<file path="src/rtl/serial_addsub_pkg.sv">
// Shared definitions for the bit-serial add/subtract unit: FSM state
// encoding, operation select codes and the default operand width.
package addsub_pkg;

    typedef enum logic [1:0] {
        IDLE = 2'd0,
        RUN  = 2'd1,
        DONE = 2'd2
    } state_t;

    localparam logic OP_ADD = 1'b0;
    localparam logic OP_SUB = 1'b1;

    localparam int DEFAULT_WIDTH = 6;

endpackage

</file>
<file path="src/rtl/serial_addsub_fa_cell.sv">
// Single-bit full adder, reused once per clock by the serial datapath.
module fa_cell (
    input  logic a,
    input  logic b,
    input  logic cin,
    output logic s,
    output logic cout
);

    logic w_p;

    // Propagate / generate form of the full adder.
    always_comb begin
        w_p  = a ^ b;
        s    = w_p ^ cin;
        cout = (a & b) | (cin & w_p);
    end

endmodule

</file>
<file path="src/rtl/serial_addsub.sv">
// Bit-serial two's-complement add/subtract with valid/ready on both sides.
// One operand bit is processed per clock through a single fa_cell; the
// result is assembled LSB-first in a shift register.
// Optional build macro: SERIAL_ADDSUB_CARRY_OUT_EN adds the carry_out port
// (unsigned carry for add, not-borrow for subtract), latched with sum.
//
//   state | meaning
//   ------+---------------------------------------------------------
//   IDLE  | in_ready=1, waiting for in_valid to capture operands
//   RUN   | one bit per clock through fa_cell, WIDTH cycles
//   DONE  | out_valid=1, result held until out_ready
module serial_addsub
    import addsub_pkg::*;
#(
    parameter int WIDTH = DEFAULT_WIDTH
) (
    input  logic             clk,
    input  logic             rst_n,
    input  logic             in_valid,
    output logic             in_ready,
    input  logic [WIDTH-1:0] x,
    input  logic [WIDTH-1:0] y,
    input  logic             sel,
    output logic             out_valid,
    input  logic             out_ready,
    output logic [WIDTH-1:0] sum,
    output logic             overflow
`ifdef SERIAL_ADDSUB_CARRY_OUT_EN
   ,output logic             carry_out
`endif
);

    localparam int CW = (WIDTH > 1) ? $clog2(WIDTH) : 1;
    localparam logic [CW-1:0] LAST_BIT = CW'(WIDTH - 1);

    state_t           r_state;
    state_t           w_state_nxt;

    logic [WIDTH-1:0] r_a_sr;
    logic [WIDTH-1:0] r_b_sr;
    logic [WIDTH-1:0] r_sum_sr;
    logic             r_carry;
    logic [CW-1:0]    r_bit_cnt;
    logic             r_ovf;

    logic             w_accept;
    logic             w_last;
    logic             w_s;
    logic             w_cout;

    // The one full-adder cell shared by every bit position.
    fa_cell u_fa (
        .a    (r_a_sr[0]),
        .b    (r_b_sr[0]),
        .cin  (r_carry),
        .s    (w_s),
        .cout (w_cout)
    );

    // Handshake qualifiers derived from the registered state only.
    always_comb begin
        w_accept = (r_state == IDLE) && in_valid;
        w_last   = (r_state == RUN) && (r_bit_cnt == LAST_BIT);
    end

    // State register.
    always_ff @(posedge clk or negedge rst_n) begin
        if (!rst_n) begin
            r_state <= IDLE;
        end else begin
            r_state <= w_state_nxt;
        end
    end

    // Next-state and handshake outputs; ready/valid never see in_valid/out_ready.
    always_comb begin
        w_state_nxt = r_state;
        in_ready    = 1'b0;
        out_valid   = 1'b0;
        case (r_state)
            IDLE: begin
                in_ready = 1'b1;
                if (in_valid) begin
                    w_state_nxt = RUN;
                end
            end
            RUN: begin
                if (w_last) begin
                    w_state_nxt = DONE;
                end
            end
            DONE: begin
                out_valid = 1'b1;
                if (out_ready) begin
                    w_state_nxt = IDLE;
                end
            end
            default: begin
                w_state_nxt = IDLE;
            end
        endcase
    end

    // Operand capture and serial shift datapath. Subtraction is folded into
    // capture: invert y and seed the carry with 1, so RUN only ever adds.
    always_ff @(posedge clk or negedge rst_n) begin
        if (!rst_n) begin
            r_a_sr    <= '0;
            r_b_sr    <= '0;
            r_sum_sr  <= '0;
            r_carry   <= 1'b0;
            r_bit_cnt <= '0;
            r_ovf     <= 1'b0;
        end else if (w_accept) begin
            r_a_sr    <= x;
            r_b_sr    <= y ^ {WIDTH{sel}};
            r_carry   <= (sel == OP_SUB);
            r_bit_cnt <= '0;
        end else if (r_state == RUN) begin
            r_a_sr    <= r_a_sr >> 1;
            r_b_sr    <= r_b_sr >> 1;
            r_sum_sr  <= {w_s, r_sum_sr[WIDTH-1:1]};
            r_carry   <= w_cout;
            r_bit_cnt <= r_bit_cnt + 1'b1;
            if (w_last) begin
                // Signed overflow: carry into the sign bit differs from carry out.
                r_ovf <= r_carry ^ w_cout;
            end
        end
    end

`ifdef SERIAL_ADDSUB_CARRY_OUT_EN
    logic r_cout;

    // Final carry of the MSB, captured on the same edge as the last sum bit.
    always_ff @(posedge clk or negedge rst_n) begin
        if (!rst_n) begin
            r_cout <= 1'b0;
        end else if (w_last) begin
            r_cout <= w_cout;
        end
    end

    assign carry_out = r_cout;
`endif

    assign sum      = r_sum_sr;
    assign overflow = r_ovf;

endmodule

</file>
<file path="config.mk">
export PLATFORM = sky130hd
export DESIGN_NAME = serial_addsub
export DESIGN_NICKNAME = d
export VERILOG_FILES = /design/src/rtl/serial_addsub_pkg.sv /design/src/rtl/serial_addsub_fa_cell.sv /design/src/rtl/serial_addsub.sv
export SDC_FILE = /design/constraint.sdc
export NUM_CORES = 1
export LEC_CHECK = 0
export CAP_MARGIN = 20
export CORE_MARGIN = 4
export CORE_UTILIZATION = 51
export CTS_BUF_LIST = sky130_fd_sc_hd__clkbuf_4 sky130_fd_sc_hd__clkbuf_8
export CTS_CLUSTER_SIZE = 12
export DETAILED_ROUTE_END_ITERATION = 16
export PLACE_DENSITY = 0.85
export SLEW_MARGIN = 20
export SYNTH_ARGS = -nofsm -noshare
export SYNTH_HDL_FRONTEND = slang
export SYNTH_SLANG_ARGS = --single-unit
</file>
<file path="constraint.sdc">
create_clock -name clk -period 1.7 [get_ports clk]
set_clock_uncertainty 0.15 [all_clocks]
set_input_delay 0.34 -clock clk [delete_from_list [all_inputs] [get_ports clk]]
set_output_delay 0.34 -clock clk [all_outputs]
set_load 0.01 [all_outputs]
</file>
Yosys cells after proc, flatten, opt, wreduce, memory -nomap -nowiden
Cells that the tools add are included.

word-level totals
  output and inout bits = 9
  memories = 0
  logic and storage cells = 43
  bits in latches = 0
  register bits after elaboration = 25
  RAM bits = 0
  memory bits (read-only) = 0

cells by class
  multipliers = 0
  reductions and logical operators = 7
  add/subtract/negate cells = 1
  bitwise operators = 8
  magnitude comparators = 0
  mux-type cells = 14
  shift-type cells = 0
  divide/modulo/power cells = 0
  equality and inequality tests = 6

operator list
  cell                                                             count
  6-bit two-way mux                                                4
  2-bit two-way mux                                                3
  3-bit two-way mux                                                2
  2-bit inequality test, second input constant                     3
  2-bit case mux with 3 select lines                               1
  3-bit AND reduction                                              2
  6-bit bitwise XOR                                                1
  1-bit two-way mux                                                4
  3-bit by 1-bit adder with 3-bit output, second input constant    1
  3-bit == test, second input constant                             1
  1-bit bitwise XOR                                                3
  1-bit bitwise AND                                                2
  2-bit by 1-bit == test with 1-bit output, second input constant  1
  2-bit == test, second input constant                             1
  1-bit logical AND                                                2
  2-bit logical NOT                                                1
  2-bit AND reduction                                              1
  2-bit nonzero test                                               1
  1-bit NOT                                                        1
  1-bit OR                                                         1

Depth between registers and ports, before layout
  depth after elaboration = 5
  depth in mapped cells = 5

Cells and area by module
Synthesis repeated with hierarchy kept, for this count alone.

second synthesis, totals
  cells, all modules = 118
  area total of the unflattened synthesis = 1167.4 sq um

modules (own cells, without submodules)
  module         cells an instance  area each (sq um)  instances
  serial_addsub  117                1147.4             1
  fa_cell        1                  20.0               1

Least setup slack after synthesis
No wires, ideal clock.

  path kind = register to register
  start point = reg r_carry
  end point = reg r_ovf (netlist: overflow)
  period minus slack after synthesis = 1.550 ns
  data required time = 1.423 ns
  cell stages (with the launch flop) = 4
  arrival = 1.273 ns
  slack = 0.150 ns
  cell sequence = dfrtp_1 > fa_1 > xor2_1 > mux2_1

on the way
  longest elaborated chain between the ends = 3

ends and longest elaborated chain
  item                    line                         RTL
  start, declared         serial_addsub.sv:42          logic r_carry;
  start signal, assigned  serial_addsub.sv:117         r_carry <= (sel == OP_SUB);
  start signal, assigned  serial_addsub.sv:123         r_carry <= w_cout;
  1-bit bitwise AND       serial_addsub_fa_cell.sv:16  cout = (a & b) | (cin & w_p);
  1-bit OR                serial_addsub_fa_cell.sv:16
  1-bit bitwise XOR *     serial_addsub.sv:127         r_ovf <= r_carry ^ w_cout;
  end signal, assigned    serial_addsub.sv:127
  end, declared           serial_addsub.sv:44          logic r_ovf;

Mark *: on every way between the ends. The rest lies on a longest branch, timed or not.
A chain may end at the register's enable or synchronous reset.

Worst setup path after layout
  start point = reg r_state[1]
  end point = out out_valid

on the way
  longest elaborated chain between the ends = 2

ends and longest elaborated chain
  item                    line                 RTL
  start, declared         serial_addsub.sv:36  state_t r_state;
  start signal, assigned  serial_addsub.sv:71  r_state <= w_state_nxt;
  2-bit == test           serial_addsub.sv:80  case (r_state)
  1-bit two-way mux       serial_addsub.sv:80
  end, declared           serial_addsub.sv:24  output logic out_valid,

Every way passes these cells.

==> impl_metrics.yaml <==
power_and_ir_drop:
  switchingPower_uw: 882
  internal_power_uw: 1440
  power_leakage_uw: 0.000752
  pwr-share-seq: 0.435
  finalPower_uw: 2320
  sw_frac_of_total: 0.379
  ir_drop_v: 0.000935
  clock_power_share: 0.116
  comb_power_share: 0.449
  powerDensity_nw_per_um2: 1560
critical_path:
  path_cells: "buf_4, nand2b_1, inv_1, buf_2"
  cp.arrival_ps: 1130
  crit_buf_inv: 3
  end_kind: "output pin"
  worstPathMaxFanout: 6
  critPathTopFamily: "flip-flops"
  required_ps: 1210
  cp_slowest_cell: "dfrtp_2"
  critPathMaxStageDelay_ps: 430
  critPathKind: "flip-flop to output pin"
  startpoint_type: "flip-flop"
timing:
  fmax_mhz: 617
  worst_pin_slew_ps: 371
  finalHoldWorstSlack_ps: 226
  slew-limit-headroom: 0.752
  tns_ps: 0
  timing.final.crit_share: 0.953
  slew_viol_final: 0
  rsz0062_at_grt: "false"
  final-setup-viol-count: 0
  post-route-min-period_ps: 1620
  hold_viol_final: 0
synth:
  synthCells: 119
  synth_nets: 139
  ys_types: 22
  synth_area_sq_um: 1160
  synth-warning-count: 0
  post_synth.cell_area_avg_sq_um: 9.79
  seq_area_frac_synth: 0.537
  ys_seq_elements: 25
routing:
  firstDrtPassIters: 4
  num_vias: 894
  totalWireLength_um: 2250
  drc_errors: 0
  detail_route.iter0.violations: 19
  routed_via_density: 5.05
  wl_per_cell_um: 12.7
  final_antenna_net_count: 0
final_layout:
  drive_gt1_frac: 0.101
  post-route-util: 0.681
  areaGrowthSynthToFinish_pct: 28.0
  fin_cells: 177
  fill_cells: 178
  diodes: 0
  nNetsFinal: 170
  regArea_sq_um: 627
  multi_input_area_sq_um: 497
placed_design:
  dp_cells: 172
  place_congestion: 0.752
  dp_hpwl_um: 1700
  portBuffers: 25
die:
  fp.coreArea_sq_um: 2190
  ios: 26
  die-area_sq_um: 3110
  rows: 17
  initial_core_util: 0.532
  die-height_um: 55.8
  die_width_um: 55.8
clock_tree:
  cts_sinks: 25
  cts_htree_levels: 1
  clkTransAtPathRegs_ps: 120
  ctsHoldBuffers: 0
  cts_buffer_depth: 2
  cts_buffers: 3
  cts_tree: "done"
  clock_latency_ps: 310
  cts_root_buf: "clkbuf_4"
status:
  status: "finished clean"
grt:
  grt_pass1_wl_um: 3830
  grt_pass1_vias: 885
  track_usage: 0.155
  grt-ovfl-total: 0
  antenna_found_initial: 0
  grt_max_degree: 26
job:
  maxCapViolCount: 0
hold_path:
  hold_path_class: "input port to async pin"
-- power by group through the flow --
stage               Sequential (uW)  Combinational [uW]  Clock (uW)
global placement               1020                1050           0
finish                         1010                1040         269
detailed placement             1030                1100           0
floorplan                      1040                 648           0
global route                   1040                1160         302
CTS                            1010                1060         277
-- stage by stage --
| stage | setup WS, ps | cell area, sq um |
|---|---|---|
| final | 80.0 | 1490 |
| after global routing | 31.4 | 1490 |
| after CTS | 79.0 | 1490 |
| after detailed placement | 19.0 | 1470 |
| after global placement | 115 | 1470 |
| after floorplan | 150 | 1160 |
-- final cells by class --
type | count | share of cell area
sequential | 25 | 0.420
inverter | 2 | 0.00503
timing repair buffer | 33 | 0.198
multi-input combinational | 85 | 0.333
tap | 28 | 0.0235
clock buffer | 4 | 0.0201
-- repair_timing --
action	4_1_cts	5_1_grt
endpoints found under the setup margin	9	0
setup buffers	1	0
resized for setup	13	0
-- kinds of logic after synthesis --
group	Yosys count	share of synthesized area
DFF	25	0.537
muxes	6	0.0526
AOI/OAI and AO/OA	18	0.0956
and+or+nand+nor	50	0.179
buffers and inverters	9	0.0365
adders and majority gates	3	0.0387
xor gates and xnor gates	8	0.0602
-- state kept, by name, summed over array words and instances, names as in the netlist --
register	cells
r_b_sr	6
sum	6
r_state	2
overflow	1
r_a_sr	6
r_carry	1
r_bit_cnt	3
-- final timing paths --
check / start / endpoint / slack [ps] / depth (start not counted)
worst max register to register: r_carry$_DFFE_PN0P_ / overflow$_DFFE_PN0P_ / 90 / 3
max in group asynchronous: rst_n / r_state[1]$_DFFE_PN0P_ / 920 / 2
min in group clk: sum[0]$_DFFE_PN0P_ / sum[0]$_DFFE_PN0P_ / 340 / 2
worst max-delay path: r_state[1]$_DFFE_PN0P_ / out_valid / 80 / 4
worst min register to register: sum[0]$_DFFE_PN0P_ / sum[0]$_DFFE_PN0P_ / 340 / 2
worst min-delay path: rst_n / overflow$_DFFE_PN0P_ / 230 / 2
-- cell usage in the layout (no fill, tap or decap), types with 2 or more instances in the layout --
| master | netlist | final |
|---|---|---|
| a22oi_1 | 6 | 6 |
| buf_4 | 1 | 8 |
| clkbuf_4 | 0 | 4 |
| clkdlybuf4s50_1 | 0 | 16 |
| dfrtp_1 | 25 | 24 |
| dlygate4sd2_1 | 0 | 8 |
| ha_1 | 2 | 2 |
| inv_1 | 2 | 2 |
| mux2i_1 | 5 | 5 |
| nand2_1 | 42 | 42 |
| nand2b_1 | 2 | 2 |
| nor2_1 | 2 | 2 |
| o21ai_0 | 9 | 9 |
| xor2_1 | 8 | 8 |
-- Yosys cell counts --
cell type | instances | area [sq um]
a21o_1 | 1 | 7.51
a22oi_1 | 6 | 45.0
buf_2 | 4 | 20.0
buf_4 | 1 | 7.51
clkbuf_1 | 2 | 7.51
dfrtp_1 | 25 | 626
fa_1 | 1 | 20.0
ha_1 | 2 | 25.0
inv_1 | 2 | 7.51
mux2_1 | 1 | 11.3
mux2i_1 | 5 | 50.1
nand2_1 | 42 | 158
nand2b_1 | 2 | 12.5
nand3_1 | 1 | 5.00
nand3b_1 | 1 | 7.51
nor2_1 | 2 | 7.51
nor2b_1 | 1 | 6.26
nor3b_2 | 1 | 12.5
o21ai_0 | 9 | 45.0
o21bai_1 | 1 | 7.51
o22ai_1 | 1 | 6.26
xor2_1 | 8 | 70.1
-- per-layer routing --
| layer | part of all wire | global-route usage | wire length [um] | up-vias |
|---|---|---|---|---|
| met1 | 0.42 | 0.187 | 945 | 421 |
| met4 | 0.013 | 0.0521 | 29 | 0 |
| met5 | 0 | 0 | 0 | - |
| met2 | 0.51 | 0.275 | 1160 | 23 |
| met3 | 0.052 | 0.0302 | 117 | 4 |
| li1 | - | - | - | 446 |
Power figures use the tool's default switching activity.
